==> src/rtl/lzx_univ_shift_reg.sv <==
// Universal shift register with a counted burst mode (IDLE -> RUN -> DONE).
// Optional even-parity output PAR when LZX_USR_PARITY_EN is defined.
module lzx_univ_shift_reg #(
  parameter int unsigned WIDTH = 8,
  parameter int unsigned CNT_W = 4
) (
  input  logic             CLK,
  input  logic             MR,
  input  logic             CE,
  input  logic [2:0]       S,
  input  logic             DSR,
  input  logic             DSL,
  input  logic [WIDTH-1:0] D,
  input  logic [CNT_W-1:0] CNT,
  input  logic             START,
  output logic [WIDTH-1:0] Q,
  output logic             QSR,
  output logic             QSL,
  output logic             BUSY,
  output logic             DONE
`ifdef LZX_USR_PARITY_EN
  ,
  output logic             PAR
`endif
);

  typedef enum logic [1:0] {StIdle, StRun, StDone} state_e;

  state_e           state_q;
  logic [WIDTH-1:0] q_q;
  logic [CNT_W-1:0] cnt_q;
  logic [2:0]       mode_q;

  function automatic logic is_burst_mode(input logic [2:0] mode);
    return (mode == 3'b001) || (mode == 3'b010) || (mode == 3'b100) ||
           (mode == 3'b101) || (mode == 3'b110);
  endfunction

  function automatic logic [WIDTH-1:0] apply_op(input logic [2:0]       mode,
                                                input logic [WIDTH-1:0] q,
                                                input logic             dsr,
                                                input logic             dsl,
                                                input logic [WIDTH-1:0] d);
    logic [WIDTH-1:0] r;
    r = q;
    unique case (mode)
      3'b001:  r = {dsr, q[WIDTH-1:1]};
      3'b010:  r = {q[WIDTH-2:0], dsl};
      3'b011:  r = d;
      3'b100:  r = {q[0], q[WIDTH-1:1]};
      3'b101:  r = {q[WIDTH-2:0], q[WIDTH-1]};
      3'b110:  r = {q[WIDTH-1], q[WIDTH-1:1]};
      default: r = q;
    endcase
    return r;
  endfunction

  always_ff @(posedge CLK) begin
    if (MR) begin
      q_q     <= '0;
      state_q <= StIdle;
      cnt_q   <= '0;
      mode_q  <= '0;
    end else begin
      unique case (state_q)
        StIdle: begin
          if (CE) begin
            if (START && is_burst_mode(S)) begin
              // Latch edge only; Q is untouched until the first RUN edge.
              mode_q  <= S;
              cnt_q   <= CNT;
              state_q <= (CNT != '0) ? StRun : StDone;
            end else begin
              q_q <= apply_op(S, q_q, DSR, DSL, D);
            end
          end
        end
        StRun: begin
          if (CE) begin
            q_q   <= apply_op(mode_q, q_q, DSR, DSL, D);
            cnt_q <= cnt_q - CNT_W'(1);
            if (cnt_q == CNT_W'(1)) state_q <= StDone;
          end
        end
        StDone:  state_q <= StIdle;
        default: state_q <= StIdle;
      endcase
    end
  end

  assign Q    = q_q;
  assign QSR  = q_q[0];
  assign QSL  = q_q[WIDTH-1];
  assign BUSY = (state_q == StRun);
  assign DONE = (state_q == StDone);

`ifdef LZX_USR_PARITY_EN
  assign PAR = ^q_q;
`endif

endmodule

==> config.mk <==
export PLATFORM = sky130hd
export DESIGN_NAME = lzx_univ_shift_reg
export DESIGN_NICKNAME = d
export VERILOG_FILES = /design/src/rtl/lzx_univ_shift_reg.sv
export SDC_FILE = /design/constraint.sdc
export NUM_CORES = 1
export LEC_CHECK = 0
export ABC_AREA = 1
export CAP_MARGIN = 30
export CORE_UTILIZATION = 56
export CTS_BUF_LIST = sky130_fd_sc_hd__clkbuf_8
export DETAILED_ROUTE_END_ITERATION = 10
export PLACE_DENSITY = 0.89
export SLEW_MARGIN = 30
export SYNTH_ARGS = -nofsm -noshare
export SYNTH_HDL_FRONTEND = slang
export SYNTH_SLANG_ARGS = --single-unit
==> constraint.sdc <==
create_clock -name CLK -period 1.8 [get_ports CLK]
set_input_delay 0.18 -clock CLK [delete_from_list [all_inputs] [get_ports CLK]]
set_output_delay 0.18 -clock CLK [all_outputs]
set_load 0.02 [all_outputs]
==> impl_metrics.yaml <==
run_status:
  status: "finished, final reports clean"
placed_design:
  dpl_cell_area_um2: 1800
  gp_congestion: 0.888
  dp_hpwl_mm: 2.89
  post-place-ws_ns: -0.00367
  io_buffer_count: 32
logic_synthesis:
  synth_mux_area_share_pct: 0
  synthesis.nets: 256
  synth_compound_area_share_pct: 14.2
  yosysWarnings: 0
  synth_top_area_share_pct: 23.9
  synth.area.top_cells: "dfxtp_1 24%, nand2_1 24%, nand3_2 8.4%"
  synth-seq-area-share_pct: 23.9
  synth_top_family_by_area: "simple AND/OR/NAND/NOR gates"
  synth.avg_cell_area_um2: 6.11
  synth_simple_gate_area_share_pct: 51.9
  ys_ff_latch: 17
  synth_area_leader_cell: "dfxtp_1"
  synthAdderAreaFrac_pct: 1.76
  synth.distinct_cells: 26
  synth_xor_area_share_pct: 0
  netlist_instances: 233
  synth_area_um2: 1420
clock_tree:
  cts_tree: "done"
  worst_skew_pair.late_latency_ns: 0.26
  clkTransAtPathRegs_ns: 0.08
  root_buffer: "clkbuf_8"
  cts_buffers: 3
  clk_path_buf_depth: 2
  cts.sinks: 17
  ctsHoldBuffers: 0
  cts_setup_buffers: 0
  htree_levels: 1
worst_hold_path:
  hp-class: "flop to flop"
  min_path_cells: 2
global_routing:
  overflow: 0
  grt_max_degree: 11
  grt_pass1_wl_mm: 6.34
  antenna_found_initial: 0
  gr-usage-all-layers_pct: 31.2
  grt_pass1_vias: 1433
power:
  pwr-share-clk_pct: 25.4
  switchingPower_mw: 0.470
  powerDensity_nw_per_um2: 664
  p_seq_share_pct: 36.4
  p_int_mw: 0.755
  swShare_pct: 38.4
  p_comb_share_pct: 38.2
  p_leak_nw: 0.745
  peakVddDrop_v: 0.000466
  finalPower_mw: 1.22
sta:
  grt_setup_unrepaired: "false"
  fin_crit_ns: 1.64
  setup_viol: 0
  fin_crit_sh_pct: 91.2
  worstMarginPinSlew_ns: 0.357
  finalWorstSetupSlack_ns: 0.158
  slew_violations: 0
  slew_headroom_pct: 76.2
  max_freq_ghz: 0.609
  hold_viol: 0
  clock_skew_ns: 0.000655
layout:
  fill_cells: 187
  drive_gt1_share_pct: 16.3
  multi_input_area_um2: 966
  nets: 294
  area.sequential_um2: 340
  fin_area_um2: 1850
  diodes: 0
  syn2layout_area_growth_pct: 29.7
detailed_routing:
  drc: 0
  dr.first_iter.drc_count: 89
  ant_nets: 0
  viasPerCell: 5.71
  drt-total-wl_mm: 3.93
  drtPass1Iterations: 4
  wl_per_cell_um: 13.2
  vias: 1701
setup_path:
  r2r_cells: 9
  path_max_fanout: 4
  cp-start-kind: "flop"
  required_ns: 1.62
  cp-end-kind: "output port"
  cp.arrival_ns: 1.46
  critPathKind: "flop to output port"
die:
  die_w_um: 52.4
  start_util_pct: 61.9
  design.die.area_um2: 2750
  core-area_um2: 2300
  std_cell_rows: 17
  io_pins: 33
  die_y_um: 52.4
flow_run:
  cap_viol_max_count: 0
[area by class of cell]
cell class                 instances  share of cell area, %
inverter                          22                   4.47
timing repair buffer              39                   20.3
multi-input combinational        188                   52.3
sequential                        17                   18.4
tap                               28                   1.90
clock inverter                     1                  0.271
clock buffer                       3                   2.24
[routing by layer]
layer | up-vias | track usage, % | wire, µm
li1 | 850 | - | -
met3 | 6 | 2.90 | 363
met5 | - | 0 | 0
met4 | 0 | 9.65 | 44
met1 | 752 | 40.5 | 1700
met2 | 93 | 53.8 | 1820
[per-stage QoR]
stage	util, %	TNS [ns]	cells	hold slack (ns)
5_1_grt	80.3	0	298	0.539
4_1_cts	80.2	0	298	0.516
2_1_floorplan	-	0	233	0.372
3_5_place_dp	78.2	-0.00687	294	0.507
3_3_place_gp	78.2	0	294	0.508
6_report	80.3	0	298	0.518
[layout by cell type, fill, tap and decap left out]
master           netlist  final
a21oi_1               11     11
a21oi_2                7      7
a31oi_1                2      2
buf_4                  2      7
clkbuf_8               0      3
clkdlybuf4s50_1        0     31
clkinv_2               0      1
dfxtp_1               17     17
dlymetal6s2s_1         0      1
ha_1                   2      2
inv_1                 15     15
inv_2                  7      7
nand2_1               90     90
nand2_2                2      2
nand3_1                9      9
nand3_2               12     12
nand3b_1               1      1
nand4_1               15     15
nor2_1                16     16
nor2_2                 3      3
nor2_4                 1      1
nor2_8                 1      1
nor3_1                 1      1
nor4_1                 1      1
o21a_1                 1      1
o21ai_0                7      7
o21ai_1                5      5
o22ai_1                1      1
[Yosys cell counts (all sizes together)]
master,count
nor2,21
clkbuf,1
ha,2
nor4,1
inv,22
nand2,92
o21ai,12
buf,5
dfxtp,17
nand3,21
o22ai,1
nand3b,1
o21a,1
a21oi,18
nand4,15
nor3,1
a31oi,2
[worst paths after layout]
check | slack [ns] | end | start
setup reg to reg | 0.21 | Q[3] | state_q[0]
setup / recovery | 0.16 | DONE | state_q[1]
hold reg to reg | 0.52 | cnt_q[3] | cnt_q[3]
hold / removal | 0.52 | cnt_q[3] | cnt_q[3]
[worst max-delay path: stages (launching register included)]
cell and delay (ns):
dfxtp_1 0.43, inv_2 0.09, nor2_1 0.09, clkdlybuf4s50_1 0.60
[registers in the layout, summed over array words and instances, names as in the netlist]
signal and flops:
Q 8, cnt_q 4, mode_q 3, state_q 2
[cells by family after synthesis]
kind of cell | Yosys count
flops | 17
simple gates | 152
fa+ha+maj | 2
buf+inv | 28
compound gates | 34
[timing repair]
action | 4_1_cts | 5_1_grt
endpoints found under the setup margin | 0 | 1
endpoints found under the hold margin | 0 | 0
resized for setup | 0 | 1
[power groups by stage]
stage	registers [mW]	logic (mW)	clock network [mW]
global route	0.450	0.516	0.319
global placement	0.452	0.456	0
detailed placement	0.453	0.464	0
CTS	0.444	0.467	0.308
finish	0.446	0.468	0.311
floorplan	0.458	0.290	0
Power figures use the tool's default switching activity.
